## src/rtl/led_panel_scan_pkg.sv

```systemverilog
// Shared types and constants for the LED panel scan controller.
// Pixel words are RGB444; geometry defaults describe a 64x64 panel scanned as two 32-row halves.
package led_panel_scan_pkg;

  localparam int DEF_COLS       = 64;
  localparam int DEF_ROWS       = 32;
  localparam int DEF_ADDR_W     = 12;
  localparam int DEF_BITS       = 4;
  localparam int DEF_BASE_DELAY = 32;

  localparam int PIX_W = 12;
  localparam int R_HI  = 11;
  localparam int G_HI  = 7;
  localparam int B_HI  = 3;

  typedef enum logic [2:0] {
    SHIFT_ADDR,
    SHIFT_DATA,
    SHIFT_CLK,
    LATCH,
    DISPLAY,
    NEXT
  } scan_state_t;

endpackage

```

## src/rtl/led_panel_scan_bcm_oe_timer.sv

```systemverilog
// Binary-code-modulation OE timer: once loaded, holds OE low for BASE_DELAY << plane cycles.
module bcm_oe_timer #(
  parameter int PLANE_W    = 2,
  parameter int CNT_W      = 9,
  parameter int BASE_DELAY = 32
) (
  input  logic               i_clk,
  input  logic               i_rst_n,
  input  logic               i_load,
  input  logic [PLANE_W-1:0] i_plane,
  output logic               o_oe_n,
  output logic               o_done
);

  logic [CNT_W-1:0] r_cnt;
  logic             r_busy;

  // Counts down to 1; the cycle showing 1 is the last lit cycle and raises done.
  always_ff @(posedge i_clk or negedge i_rst_n) begin
    if (!i_rst_n) begin
      r_cnt  <= '0;
      r_busy <= 1'b0;
    end else if (i_load) begin
      r_cnt  <= CNT_W'(BASE_DELAY) << i_plane;
      r_busy <= 1'b1;
    end else if (r_busy) begin
      if (r_cnt == CNT_W'(1)) begin
        r_cnt  <= '0;
        r_busy <= 1'b0;
      end else begin
        r_cnt <= r_cnt - 1'b1;
      end
    end
  end

  assign o_done = r_busy && (r_cnt == CNT_W'(1));
  assign o_oe_n = ~r_busy;

endmodule

```

## src/rtl/led_panel_scan.sv

```systemverilog
// Read-side scan controller: fetches pixel pairs, shifts one bit-plane per row pass into the
// panel, latches it and lights it for a binary-weighted time.
module led_panel_scan
  import led_panel_scan_pkg::*;
#(
  parameter int COLS       = DEF_COLS,
  parameter int ROWS       = DEF_ROWS,
  parameter int ADDR_W     = DEF_ADDR_W,
  parameter int BITS       = DEF_BITS,
  parameter int BASE_DELAY = DEF_BASE_DELAY
) (
  input  logic                     i_clk,
  input  logic                     i_rst_n,
  output logic [ADDR_W-1:0]        o_mem_addr,
  output logic                     o_mem_rd,
  input  logic [2*PIX_W-1:0]       i_mem_rdata,
  output logic                     o_panel_r0,
  output logic                     o_panel_g0,
  output logic                     o_panel_b0,
  output logic                     o_panel_r1,
  output logic                     o_panel_g1,
  output logic                     o_panel_b1,
  output logic                     o_panel_clk,
  output logic                     o_panel_lat,
  output logic                     o_panel_oe_n,
  output logic [$clog2(ROWS)-1:0]  o_panel_row,
  output logic                     o_frame_start
);

  localparam int COL_W   = $clog2(COLS);
  localparam int ROW_W   = $clog2(ROWS);
  localparam int PLANE_W = $clog2(BITS);
  localparam int CNT_W   = $clog2(BASE_DELAY << (BITS - 1)) + 1;

  localparam logic [COL_W-1:0]   LAST_COL   = COL_W'(COLS - 1);
  localparam logic [ROW_W-1:0]   LAST_ROW   = ROW_W'(ROWS - 1);
  localparam logic [PLANE_W-1:0] LAST_PLANE = PLANE_W'(BITS - 1);

  scan_state_t r_state, w_next;

  logic               r_run;
  logic [COL_W-1:0]   r_col;
  logic [ROW_W-1:0]   r_row;
  logic [PLANE_W-1:0] r_plane;
  logic [ROW_W-1:0]   r_panel_row;
  logic               r_r0, r_g0, r_b0, r_r1, r_g1, r_b1;

  logic w_mem_rd, w_panel_clk, w_panel_lat, w_load, w_done, w_oe_n, w_frame_start;

  logic [PIX_W-1:0] w_upper, w_lower;

  assign w_upper = i_mem_rdata[2*PIX_W-1:PIX_W];
  assign w_lower = i_mem_rdata[PIX_W-1:0];

  // r_run stays low through reset so every strobe reads 0 until the first post-release edge.
  always_ff @(posedge i_clk or negedge i_rst_n) begin
    if (!i_rst_n) begin
      r_run   <= 1'b0;
      r_state <= SHIFT_ADDR;
    end else begin
      r_run <= 1'b1;
      if (r_run) r_state <= w_next;
    end
  end

  always_comb begin
    w_next        = r_state;
    w_mem_rd      = 1'b0;
    w_panel_clk   = 1'b0;
    w_panel_lat   = 1'b0;
    w_load        = 1'b0;
    w_frame_start = 1'b0;
    if (r_run) begin
      unique case (r_state)
        SHIFT_ADDR: begin
          w_mem_rd      = 1'b1;
          w_frame_start = (r_row == '0) && (r_plane == '0) && (r_col == '0);
          w_next        = SHIFT_DATA;
        end
        SHIFT_DATA: w_next = SHIFT_CLK;
        SHIFT_CLK: begin
          w_panel_clk = 1'b1;
          w_next      = (r_col == LAST_COL) ? LATCH : SHIFT_ADDR;
        end
        LATCH: begin
          w_panel_lat = 1'b1;
          w_load      = 1'b1;
          w_next      = DISPLAY;
        end
        DISPLAY: if (w_done) w_next = NEXT;
        NEXT:    w_next = SHIFT_ADDR;
        default: w_next = SHIFT_ADDR;
      endcase
    end
  end

  always_ff @(posedge i_clk or negedge i_rst_n) begin
    if (!i_rst_n) begin
      r_col   <= '0;
      r_row   <= '0;
      r_plane <= '0;
    end else if (r_run) begin
      if (r_state == SHIFT_CLK) r_col <= (r_col == LAST_COL) ? '0 : r_col + 1'b1;
      if (r_state == NEXT) begin
        if (r_plane == LAST_PLANE) begin
          r_plane <= '0;
          r_row   <= (r_row == LAST_ROW) ? '0 : r_row + 1'b1;
        end else begin
          r_plane <= r_plane + 1'b1;
        end
      end
    end
  end

  // Colour bits are captured as SHIFT_DATA ends so they are steady for the whole panel_clk high.
  always_ff @(posedge i_clk or negedge i_rst_n) begin
    if (!i_rst_n) begin
      {r_r0, r_g0, r_b0, r_r1, r_g1, r_b1} <= '0;
      r_panel_row <= '0;
    end else begin
      if (r_run && r_state == SHIFT_DATA) begin
        r_r0 <= w_upper[R_HI - r_plane_off()];
        r_g0 <= w_upper[G_HI - r_plane_off()];
        r_b0 <= w_upper[B_HI - r_plane_off()];
        r_r1 <= w_lower[R_HI - r_plane_off()];
        r_g1 <= w_lower[G_HI - r_plane_off()];
        r_b1 <= w_lower[B_HI - r_plane_off()];
      end
      if (r_run && r_state == LATCH) r_panel_row <= r_row;
    end
  end

  function automatic int r_plane_off();
    return (BITS - 1) - int'(r_plane);
  endfunction

  bcm_oe_timer #(
    .PLANE_W   (PLANE_W),
    .CNT_W     (CNT_W),
    .BASE_DELAY(BASE_DELAY)
  ) u_oe_timer (
    .i_clk  (i_clk),
    .i_rst_n(i_rst_n),
    .i_load (w_load),
    .i_plane(r_plane),
    .o_oe_n (w_oe_n),
    .o_done (w_done)
  );

  assign o_mem_addr    = r_run ? ADDR_W'({r_row, r_col}) : '0;
  assign o_mem_rd      = w_mem_rd;
  assign o_frame_start = w_frame_start;
  assign o_panel_clk   = w_panel_clk;
  assign o_panel_lat   = w_panel_lat;
  assign o_panel_oe_n  = w_oe_n;
  assign o_panel_row   = r_panel_row;
  assign o_panel_r0    = r_r0;
  assign o_panel_g0    = r_g0;
  assign o_panel_b0    = r_b0;
  assign o_panel_r1    = r_r1;
  assign o_panel_g1    = r_g1;
  assign o_panel_b1    = r_b1;

endmodule

```

## config.mk

```make
export PLATFORM = sky130hd
export DESIGN_NAME = led_panel_scan
export DESIGN_NICKNAME = d
export VERILOG_FILES = /design/src/rtl/led_panel_scan_pkg.sv /design/src/rtl/led_panel_scan_bcm_oe_timer.sv /design/src/rtl/led_panel_scan.sv
export SDC_FILE = /design/constraint.sdc
export NUM_CORES = 1
export LEC_CHECK = 0
export BUFFER_PORTS_ARGS = -buffer_cell sky130_fd_sc_hd__buf_2
export CAP_MARGIN = 20
export CELL_PAD_IN_SITES_DETAIL_PLACEMENT = 1
export CELL_PAD_IN_SITES_GLOBAL_PLACEMENT = 1
export CORE_MARGIN = 4
export CORE_UTILIZATION = 25
export DETAILED_ROUTE_END_ITERATION = 10
export HOLD_SLACK_MARGIN = 0.12
export PLACE_DENSITY = 0.51
export SLEW_MARGIN = 20
export SYNTH_ARGS = -nofsm -noshare
export SYNTH_HDL_FRONTEND = slang
export SYNTH_SLANG_ARGS = --single-unit
```

## constraint.sdc

```tcl
create_clock -name i_clk -period 3 [get_ports i_clk]
set_clock_uncertainty 0.15 [all_clocks]
set_input_delay 0.6 -clock i_clk [delete_from_list [all_inputs] [get_ports i_clk]]
set_output_delay 0.6 -clock i_clk [all_outputs]
set_load 0.05 [all_outputs]
```

==> reports/qor.log <==
INFO  run_status     outcome=finished, final reports clean
INFO  drt            detail_route.wirelength=5540um
INFO  synthesis      synth_warnings=0
INFO  synthesis      ys_ff_latch=38
INFO  place          place_hpwl=4170um
INFO  timing         maxSlewHeadroom=39.6%
INFO  global_routing grt_use_total=12.0%
INFO  job            total_of_max_cap_violations=0
INFO  die            starting_density_of_the_core=25.7%
INFO  cts            clk-insertion-delay-late=290ps
INFO  timing         clock.fmax=374MHz
INFO  synthesis      post_synth_main_area_contributors=sky130_fd_sc_hd__dfrtp_1 45%, sky130_fd_sc_hd__ha_1 6.5%, sky130_fd_sc_hd__mux4_2 6.4%
INFO  cts            tritoncts.num_buffers=5
INFO  global_routing first_global_vias=1879
INFO  worst_hold_path hp-class=primary input to async pin
INFO  cts            cts_buffer_depth=2
INFO  timing         finalSetupViolations=0
INFO  synthesis      area_fraction_of_the_dominant_cell_type_after_synthesis=44.9%
INFO  die            die_outline_area=10000squm
INFO  synthesis      synth_commonest_cells=38 x sky130_fd_sc_hd__dfrtp_1, 30 x sky130_fd_sc_hd__nand2_1, 15 x sky130_fd_sc_hd__o21ai_0
INFO  setup_path     ff2ff_path_depth=4
INFO  synthesis      synth_nets=249
INFO  final_layout   flow.area_growth_from_synthesis=25.7%
INFO  die            ioPinCount=54
INFO  timing         fin_crit=2670ps
INFO  global_routing grt_overflow=0
INFO  die            core_area=8220squm
INFO  setup_path     regToRegEndpoint=u_oe_timer.r_cnt[7]
INFO  global_routing grt_first_pass_wirelength=9580um
INFO  synthesis      async_s_r_ff_share_synth=100%
INFO  synthesis      synthesis.area_per_instance=9.98squm
INFO  place          port_buffers=52
INFO  cts            postCtsResizedCells=0
INFO  final_layout   drive_gt1_share=31.6%
INFO  drt            vias_per_cell=4.67
INFO  power_and_ir_drop finalPower=0.00244W
INFO  cts            root_buf_cell=sky130_fd_sc_hd__clkbuf_8
INFO  timing         hold_violation_count_in_the_final_report=0
INFO  cts            cts_tree=yes
INFO  synthesis      yosys.cell_count.top_type=sky130_fd_sc_hd__dfrtp_1
INFO  timing         setup_tns=0ps
INFO  die            die_height=100um
INFO  cts            cts_setup_buffers=0
INFO  drt            antenna_left=0
INFO  timing         final-max-slew-violation-count=0
INFO  power_and_ir_drop power.ir.vdd_worst=0.259mV
INFO  cts            clk_transition_reported_paths=80ps
INFO  final_layout   finalNetCount=308
INFO  drt            drt-initial-drc-count=60
INFO  synthesis      ys.flop_type=sky130_fd_sc_hd__dfrtp_1
INFO  timing         layout_worst_path_cycle_share=89.1%
INFO  synthesis      synth_top_cell_by_area=sky130_fd_sc_hd__dfrtp_1
INFO  global_routing maximum_number_of_pins_on_one_net_before_global_route_repair=39
INFO  setup_path     regToRegStartpoint=u_oe_timer.r_cnt[5]
INFO  drt            post-route-drc-count=0
INFO  cts            htree_num_levels=2
INFO  synthesis      synth_seq_area_share=44.9%
INFO  setup_path     timing.reg2reg.setup_slack=810ps
INFO  die            fp.dieW=100um
INFO  setup_path     critPathCaptureType=output pin
INFO  die            placementRows=33
INFO  setup_path     cp.arrival=1920ps
INFO  power_and_ir_drop pwr_density_cell=918nW/um^2
INFO  setup_path     worstPathRequired=2250ps
INFO  setup_path     timing.critical_path.from_type=register
INFO  setup_path     cp_max_fo=8
INFO  cts            cts_hold_buffers=0
INFO  synthesis      postSynthCellCount=212
INFO  cts            numClockSinks=38
INFO  drt            drtPass1Iterations=4
INFO  timing         tightestPinTransition=906ps
INFO  synthesis      netlist-cell-type-count=39
INFO  synthesis      synth-edff-count=0
INFO  final_layout   filler_cell_count=956
INFO  global_routing number_of_antenna_violations_at_the_first_check_in_global_routing=0
INFO  place          final_estimated_routing_congestion_in_global_placement=0.833
INFO  timing         grt_setup_unrepaired=false
INFO  final_layout   num_antenna_cells=0
INFO  power_and_ir_drop leakagePower=1.32nW
INFO  drt            via_count=1761
INFO  drt            avgRoutedWirePerCell=14.7um
INFO  setup_path     criticalPathCategory=register to output pin
INFO  synthesis      synth.cell_area=2120squm
[sequential cells by signal (all words and copies together), names as in the netlist]
signal and cells:
o_panel_g1 1, o_panel_r0 1, o_panel_b0 1, r_col 6
r_row 5, o_panel_row 5, o_panel_r1 1, r_state 3
u_oe_timer.r_cnt 9, r_run 1, r_plane 2, o_panel_b1 1
o_panel_g0 1, u_oe_timer.r_busy 1
[metrics by stage]
step	utilization, %	instance area [sq um]	worst slack [ps]	std cells	hold slack [ps]
CTS	32.4	2660	310	377	329
detailed placement	31.0	2550	644	369	307
global route	32.4	2660	215	377	355
global placement	31.0	2550	687	369	312
finish	32.4	2660	326	377	282
floorplan	-	2140	167	212	154
[worst max path at each step]
| stage | start | to | depth (start not counted) |
|---|---|---|---|
| final | r_state[2] | o_panel_clk | 4 |
| after CTS | r_state[2] | o_panel_clk | 4 |
| after global routing | r_state[2] | o_panel_clk | 4 |
| after global placement | r_state[2] | o_panel_clk | 4 |
| after floorplan | r_state[2] | o_frame_start | 4 |
| after detailed placement | r_state[2] | o_panel_clk | 4 |
[logic make-up after synthesis]
family                     synth area share, %
DFF                                       44.9
xor gates and xnor gates                  1.24
other                                    0.355
and+or+nand+nor                           21.2
buffers and inverters                     3.55
muxes                                     11.6
adders and majority gates                 6.50
AOI/OAI and AO/OA                         10.6
[layout by cell type (no fill, tap or decap), types with 5 or more instances in the layout]
cell type and count:
sky130_fd_sc_hd__ha_1 11, sky130_fd_sc_hd__dfrtp_1 38, sky130_fd_sc_hd__nand2_1 30, sky130_fd_sc_hd__inv_1 10, sky130_fd_sc_hd__a21oi_1 5, sky130_fd_sc_hd__nor2_1 11
sky130_fd_sc_hd__mux2_2 8, sky130_fd_sc_hd__o21ai_0 15, sky130_fd_sc_hd__nand3_1 7, sky130_fd_sc_hd__mux4_2 6, sky130_fd_sc_hd__and2_1 11, sky130_fd_sc_hd__clkbuf_8 8
sky130_fd_sc_hd__buf_2 52, sky130_fd_sc_hd__buf_4 7
[layout make-up]
cell class	count	area, sq um	share of cell area, %
inverters	12	45.0	1.69
repair buffers	59	313	11.8
well taps	105	131	4.94
multi-input cells	155	1110	41.7
clock buffers	8	110	4.14
flip-flops and latches	38	951	35.7
[layer usage]
metal	GRT usage, %	up-vias	part of all wire, %
met5	0	-	0
met4	4.04	0	1.3
met3	2.43	4	3.0
met2	18.2	35	45
met1	17.0	862	50
li1	-	860	-
[report_power, final]
part / total [W] / internal, W / switching, W
combinational: 0.00116 / 0.000457 / 0.000707
clock: 0.000425 / 0.000233 / 0.000193
sequential: 0.000852 / 0.000675 / 0.000177
[critical path: stages (launching register included)]
cell and delay, ps:
sky130_fd_sc_hd__dfrtp_1 420, sky130_fd_sc_hd__nand2b_1 230, sky130_fd_sc_hd__or3b_2 540, sky130_fd_sc_hd__clkinv_1 160
sky130_fd_sc_hd__buf_2 290
No activity file was read; power rests on OpenSTA's default activity.
